[src/rtl/timer_pkg.sv]
// Shared definitions for the bus-mapped down-counting timer: FSM encoding,
// register offsets and CTRL field positions.
`timescale 1ns/1ps
package timer_pkg;

  typedef enum logic [1:0] {
    ST_IDLE = 2'd0,
    ST_LOAD = 2'd1,
    ST_CNT  = 2'd2,
    ST_INT  = 2'd3
  } state_e;

  localparam logic [1:0] ADDR_CTRL   = 2'd0;
  localparam logic [1:0] ADDR_PRESET = 2'd1;
  localparam logic [1:0] ADDR_COUNT  = 2'd2;

  localparam int CTRL_EN      = 0;
  localparam int CTRL_MODE_LO = 1;
  localparam int CTRL_MODE_HI = 2;
  localparam int CTRL_IM      = 3;
  localparam int CTRL_W       = 4;

  localparam logic [1:0] MODE_ONESHOT = 2'd0;
  localparam logic [1:0] MODE_RELOAD  = 2'd1;

endpackage

[src/rtl/timer_counter.sv]
// Memory-mapped down-counter with one-shot / auto-reload modes and a
// maskable interrupt; register file, read mux and FSM kept flat.
`timescale 1ns/1ps
module timer_counter
  import timer_pkg::*;
#(
  parameter int WIDTH = 32
) (
  input  logic             clk,
  input  logic             reset,
  input  logic [1:0]       addr,
  input  logic             we,
  input  logic [WIDTH-1:0] wd,
  output logic [WIDTH-1:0] rd,
  output logic             irq
);

  state_e            state_q, state_d;
  logic [CTRL_W-1:0] ctrl_q, ctrl_d;
  logic [WIDTH-1:0]  preset_q, preset_d;
  logic [WIDTH-1:0]  count_q, count_d;
  logic              flag_q, flag_d;

  logic en;
  logic reload;
  logic expire;

  assign en     = ctrl_q[CTRL_EN];
  assign reload = (ctrl_q[CTRL_MODE_HI:CTRL_MODE_LO] == MODE_RELOAD);
  // Expiry also covers a zero preset, so N=0 behaves like N=1.
  assign expire = (state_q == ST_CNT) && en && (count_q <= WIDTH'(1));

  always_ff @(posedge clk) begin
    if (!reset) begin
      state_q <= ST_IDLE;
    end else begin
      state_q <= state_d;
    end
  end

  always_comb begin
    state_d = state_q;
    case (state_q)
      ST_IDLE: if (en) state_d = ST_LOAD;
      ST_LOAD: state_d = ST_CNT;
      ST_CNT:  if (expire) state_d = ST_INT;
      ST_INT:  state_d = ST_IDLE;
      default: state_d = ST_IDLE;
    endcase
  end

  always_comb begin
    ctrl_d   = ctrl_q;
    preset_d = preset_q;
    count_d  = count_q;
    flag_d   = flag_q;

    case (state_q)
      ST_LOAD: count_d = preset_q;
      ST_CNT: begin
        if (expire) begin
          count_d = '0;
          flag_d  = 1'b1;
        end else if (en) begin
          count_d = count_q - WIDTH'(1);
        end
      end
      ST_INT: begin
        if (reload) flag_d = 1'b0;
        else        ctrl_d[CTRL_EN] = 1'b0;
      end
      default: ;
    endcase

    // The CPU write is applied last so it overrides the one-shot EN clear;
    // an expiry on the same edge still keeps the flag set.
    if (we) begin
      case (addr)
        ADDR_CTRL: begin
          ctrl_d = wd[CTRL_W-1:0];
          if (!expire) flag_d = 1'b0;
        end
        ADDR_PRESET: preset_d = wd;
        default: ;
      endcase
    end
  end

  always_ff @(posedge clk) begin
    if (!reset) begin
      ctrl_q   <= '0;
      preset_q <= '0;
      count_q  <= '0;
      flag_q   <= 1'b0;
    end else begin
      ctrl_q   <= ctrl_d;
      preset_q <= preset_d;
      count_q  <= count_d;
      flag_q   <= flag_d;
    end
  end

  always_comb begin
    rd = '0;
    case (addr)
      ADDR_CTRL:   rd = WIDTH'(ctrl_q);
      ADDR_PRESET: rd = preset_q;
      ADDR_COUNT:  rd = count_q;
      default:     rd = '0;
    endcase
  end

  assign irq = ctrl_q[CTRL_IM] & flag_q;

endmodule

[config.mk]
export PLATFORM = sky130hd
export DESIGN_NAME = timer_counter
export DESIGN_NICKNAME = d
export VERILOG_FILES = /design/src/rtl/timer_pkg.sv /design/src/rtl/timer_counter.sv
export SDC_FILE = /design/constraint.sdc
export NUM_CORES = 1
export LEC_CHECK = 0
export ABC_AREA = 1
export CORE_UTILIZATION = 58
export DETAILED_ROUTE_END_ITERATION = 16
export GPL_ROUTABILITY_DRIVEN = 0
export GPL_TIMING_DRIVEN = 1
export PLACE_DENSITY = 0.86
export SLEW_MARGIN = 20
export SYNTH_ARGS = -nofsm -noshare
export SYNTH_HDL_FRONTEND = slang
export SYNTH_SLANG_ARGS = --single-unit
[constraint.sdc]
create_clock -name clk -period 3.5 [get_ports clk]
set_clock_uncertainty 0.15 [all_clocks]
set_input_delay 0.7 -clock clk [delete_from_list [all_inputs] [get_ports clk]]
set_output_delay 0.7 -clock clk [all_outputs]
set_load 0.05 [all_outputs]
== After elaboration in Yosys (flattened, before gate mapping) ==
Index checks and enable logic that the tools add are counted.
Widths: inputs -> output; s select.

* Memory bits (read-only): 0
* Logic and storage cells: 44
* Memories: 0
* Flip-flop bits (word level): 71
* Bits in writable memories: 0
* Bits in latches: 0

* Add/sub/neg operators: 1
* Equal/unequal tests: 9
* Reductions and logical operators: 9
* Magnitude comparators: 1
* Shifts and indexed selects: 0
* Bitwise gates (word level): 1
* $mul: 0
* Muxes and demuxes: 17
* Div/mod/pow operators: 0

{| class="wikitable"
|+ Operator list
! operator !! count
|-
| $pmux 32 s3 || 1
|-
| $mux 32 || 2
|-
| $pmux 32 s2 || 1
|-
| $le 32x1->1 const B || 1
|-
| $sub 32x1->32 const B || 1
|-
| $mux 1 || 9
|-
| $pmux 2 s4 || 1
|-
| $reduce_and 2->1 || 4
|-
| $eq 2x1->1 const B || 3
|-
| $eq 2x2->1 const B || 3
|-
| $logic_not 2->1 || 2
|-
| $mux 2 || 2
|-
| $ne 2x2->1 const B || 2
|-
| $ne 3x3->1 const B || 1
|-
| $logic_and 1x1->1 || 2
|-
| $pmux 1 s2 || 1
|-
| $reduce_bool 2->1 || 1
|-
| $and 1x1->1 || 1
|}

== Depth between registers and ports, before layout ==
* Depth after elaboration: 8
* Mapped depth: 13

== Worst setup path before layout ==
No wires, ideal clock.

* Kind: input-to-output
* From: input port addr[0]
* To: output port rd[1]
* Data required time: 2650 ps
* Path buffers: 1
* Arrival time: 2091 ps
* Cell stages on the path: 5
* Slack: 559 ps
* Cells stage by stage: inv_1 nor2_1 inv_1 clkbuf_1 o221ai_1

* Longest elaborated chain between the ends: 2
* Elaborated cells on any way between the ends: 4
* Classes of those cells: eq/ne (2); mux (1); reduce/logical (1)

{| class="wikitable"
|+ Ends and longest elaborated chain
! item !! line !! RTL
|-
| start: declaration || timer_counter.sv:11 || <nowiki>input logic [1:0] addr,</nowiki>
|-
| $eq 2x2->1 (tied with other cells) || timer_counter.sv:105 || <nowiki>case (addr)</nowiki>
|-
| $pmux 32 s3 (*) || timer_counter.sv:105 ||
|-
| end: declaration || timer_counter.sv:14 || <nowiki>output logic [WIDTH-1:0] rd,</nowiki>
|}

Every way passes the cells marked *; elsewhere a longest branch is shown, timed or not.

== Worst setup path in the final report ==
Same ends and word-level chain as after synthesis.

==> results by stage <==
Setup path:
- The signal on the critical path passes through clkdlybuf4s50_1 > inv_1 > nor2_1 > inv_1 > buf_4 > o221ai_1 > buf_12.
- At the worst endpoint, the required time is 2650 ps.
- The class of the most critical setup path is in -> out.
- For this run, the slowest stage of the critical path takes 480 ps.
- For this design, the slowest cell found on the critical path is sky130_fd_sc_hd__clkdlybuf4s50_1.
- The maximum fanout encountered on the critical timing path is 16.
- The worst setup path is launched from a primary input.
- The cell repeated most along the worst path is sky130_fd_sc_hd__inv_1.
- The kind of end point of the critical path is an output pin.
- The worst path arrival time is 2100 ps.

Power:
- The worst-case vdd ir drop is 0.466 mV.
- Dividing total power by cell area gives a power density of 886 nW/um^2.
- Of the total power, the share spent switching nets is 0.533.
- The share of power burned in the clock network is 0.115.
- The analysis attributes to net switching a power of 2580 uW.
- Of the total power, combinational logic draws 0.632.
- The share of total power dissipated in sequential elements is 0.253.
- The cell-internal power is 2260 uW.
- The leakage power figure is 0.00214 uW.

Clocking:
- In this run, CTS created clock tree buffers numbering 9.
- The tree is rooted in a sky130_fd_sc_hd__clkbuf_8.
- The clock latency reported for the late side of the worst-skew pair is 350 ps.
- The clock tree synthesis step divided the H-tree into 3 levels.
- The clock tree from TritonCTS is built.
- The clock tree buffer depth is 2.
- Post-CTS timing repair inserted 0 buffers for setup.
- The post-cts gate resize count is 0.
- For this design, the sink count on the clock tree is 71.
- After clock tree synthesis, the flow added hold-fix buffers numbering 0.
- The clock slew seen by the registers of the worst setup and hold paths is 70 ps.

STA:
- The setup-violating endpoint count in the final report is 0.
- The total count of hold-check failures in the final report was 0.
- Final hold analysis gives a worst-case slack of 318 ps.
- Based on the critical path, the design can be clocked at up to 0.339 GHz.
- Setup repair after global routing left no endpoint under its margin.
- Counting I/O delays and the setup requirement, the final critical path takes 2950 ps.
- Dividing the final minimum period by the clock period gives 0.842.
- For the pin with the worst max-slew slack, the measured transition is 1070 ps.
- The worst max-slew margin expressed relative to the limit is 0.288.
- The worst setup slack after layout is 553 ps.
- For the final routed database, the setup TNS stands at 0 ps.
- The number of max-slew violations in the final report is 0.

Synthesis:
- The cell area after synthesis is 4260 um^2.
- The Yosys step of the flow raised 0 warnings.
- The average footprint of a synthesized cell is 6.71 um^2.
- The flip-flop and latch count after synthesis is 71.
- The library cell occupying the most area in the post-synthesis netlist is sky130_fd_sc_hd__dfxtp_1.
- Sorting the synthesized cells by area gives the leading types as sky130_fd_sc_hd__dfxtp_1 (33%), sky130_fd_sc_hd__o21ai_0 (12%), sky130_fd_sc_hd__nand2_1 (8.4%).
- The net count after synthesis is 678.
- In the synthesized netlist, the number of instances is 634.
- The proportion of netlist area held by the largest area contributor is 0.334.
- The distinct cell type count after synthesis is 30.
- For this run, the register share of the synthesized area comes to 0.334.

Cells and area:
- At the end of the flow the core is filled with cells to 0.788.
- In the final layout, the share of cells above drive strength 1 is 0.144.
- The final standard cell count with taps included and fillers excluded is 790.
- The number of antenna diodes is 0.
- From synthesis to final layout, the design area changed by 28.5%.
- The net count reported at finish is 736.

Route:
- The post-route antenna net violation count is 0.
- Using the TritonRoute via totals, the vias-per-cell ratio works out to 5.81.
- The average wire per cell in the routed design is 15.0 um.
- The remaining routing DRC violations is 0.
- The first-pass detailed-route iteration total is 5.
- The detailed router placed 4589 vias in this run.
- Wires add up to 11.9 mm.
- The starting DRC count in detailed routing is 392.

GRT:
- The largest net degree at the start of global routing is 69.
- The first global-routing pass estimated 19.4 mm of wire.
- For this run the aggregate overflow at the end of global routing stands at 0.
- The number of global-route vias before repair was 4264.
- The total routing resource utilization after global routing is 0.323.
- The number of antenna violations at the first check in global routing is 0.

Floorplanning:
- The vertical die dimension is 87.7 um.
- The x dimension of the die is 87.7 um.
- The number of cell rows is 30.
- The overall die area is 7690 um^2.
- The area of the core is 6940 um^2.
- In this run the count of I/O pins placed on the die edge is 70.
- The effective utilization at floorplan is 0.613.

Placed design:
- The post-DP HPWL is 8.47 mm.
- In this run the tool buffered the top-level ports with 69 buffer cells.
- The post-place setup slack is 565 ps.
- The number of placed instances, taps included, is 777.

Hold path:
- The type of the most critical hold path is reg -> reg.

Job:
- The number of violations of the max-capacitance limit is 0.

Run status:
- The run finished with clean final reports.
## synth_stat cells
cell type and number:
sky130_fd_sc_hd__a211oi_1 1, sky130_fd_sc_hd__a21oi_1 58, sky130_fd_sc_hd__a21oi_2 10, sky130_fd_sc_hd__a21oi_4 2, sky130_fd_sc_hd__buf_1 4, sky130_fd_sc_hd__buf_4 1, sky130_fd_sc_hd__buf_6 2, sky130_fd_sc_hd__clkbuf_1 24
sky130_fd_sc_hd__clkinv_1 1, sky130_fd_sc_hd__dfxtp_1 71, sky130_fd_sc_hd__ha_1 7, sky130_fd_sc_hd__inv_1 79, sky130_fd_sc_hd__inv_2 3, sky130_fd_sc_hd__nand2_1 95, sky130_fd_sc_hd__nand2_2 4, sky130_fd_sc_hd__nand2_8 1
sky130_fd_sc_hd__nand3_1 26, sky130_fd_sc_hd__nand3_2 11, sky130_fd_sc_hd__nand4_1 6, sky130_fd_sc_hd__nor2_1 63, sky130_fd_sc_hd__nor2_2 8, sky130_fd_sc_hd__nor2_4 4, sky130_fd_sc_hd__nor2_8 1, sky130_fd_sc_hd__nor3_1 1
sky130_fd_sc_hd__o21ai_0 102, sky130_fd_sc_hd__o21ai_1 6, sky130_fd_sc_hd__o21ai_2 1, sky130_fd_sc_hd__o221ai_1 4, sky130_fd_sc_hd__o22ai_1 28, sky130_fd_sc_hd__xor2_1 10
## registers in the layout (all words and copies together), names as in the netlist
register and count:
count_q 32, preset_q 32, ctrl_q 4, state_q 2
flag_q 1
## worst max-delay path, delay by kind of cell
| kind | cells | cell delay, ps |
|---|---|---|
| AOI/OAI and AO/OA | 1 | 280 |
| buffers and inverters | 5 | 970 |
| and+or+nand+nor | 1 | 120 |
## cells in the final DEF, fill, tap and decap left out, types with 11 or more instances in the layout
cell,netlist,routed
sky130_fd_sc_hd__o21ai_0,102,102
sky130_fd_sc_hd__nand2_1,95,94
sky130_fd_sc_hd__inv_1,79,79
sky130_fd_sc_hd__dfxtp_1,71,71
sky130_fd_sc_hd__nor2_1,63,63
sky130_fd_sc_hd__a21oi_1,58,58
sky130_fd_sc_hd__clkdlybuf4s50_1,0,36
sky130_fd_sc_hd__buf_12,0,32
sky130_fd_sc_hd__o22ai_1,28,28
sky130_fd_sc_hd__nand3_1,26,26
sky130_fd_sc_hd__nand3_2,11,11
## final cells by class
type | instances | area, um^2
inverters | 83 | 312
repair buffers | 78 | 1070
flip-flops and latches | 71 | 1420
clock inverters | 2 | 10.0
fillers | 497 | 1480
well taps | 96 | 120
multi-input cells | 449 | 2390
clock buffers | 11 | 141
## cell families (layout without fill, tap and decap cells)
group | Yosys count | in the layout | synth area share
buf+inv | 114 | 174 | 0.105
flops | 71 | 71 | 0.334
xor+xnor | 10 | 10 | 0.0206
simple gates | 220 | 220 | 0.243
fa+ha+maj | 7 | 7 | 0.0206
compound gates | 212 | 212 | 0.277
## metrics by stage
stage | area, um^2 | total power [uW]
6_report | 5470 | 4850
5_1_grt | 5470 | 5200
4_1_cts | 5470 | 4790
3_5_place_dp | 5320 | 4220
3_3_place_gp | 5320 | 4110
2_1_floorplan | 4260 | 3390
## worst paths after layout
path	end	from	cells after the start	slack (ps)
worst min-delay path	preset_q[4]$_SDFFE_PN0P_	preset_q[4]$_SDFFE_PN0P_	2	320
worst min register to register	preset_q[4]$_SDFFE_PN0P_	preset_q[4]$_SDFFE_PN0P_	2	320
worst max register to register	count_q[18]$_SDFFE_PN0P_	state_q[0]$_SDFFE_PN0P_	12	730
worst max-delay path	rd[1]	addr[0]	7	550
## layer usage
layer,part of all wire,global-route usage
met1,0.41,0.380
met2,0.50,0.568
met3,0.063,0.0773
met4,0.028,0.127
met5,0,0
## power groups by stage
stage / clock network (uW) / logic (uW) / registers, uW
after detailed placement: 0 / 2990 / 1230
after global placement: 0 / 2890 / 1220
final: 556 / 3060 / 1230
after floorplan: 0 / 2220 / 1170
after global routing: 596 / 3360 / 1240
after CTS: 556 / 3020 / 1210
No activity file was read; power rests on OpenSTA's default activity.
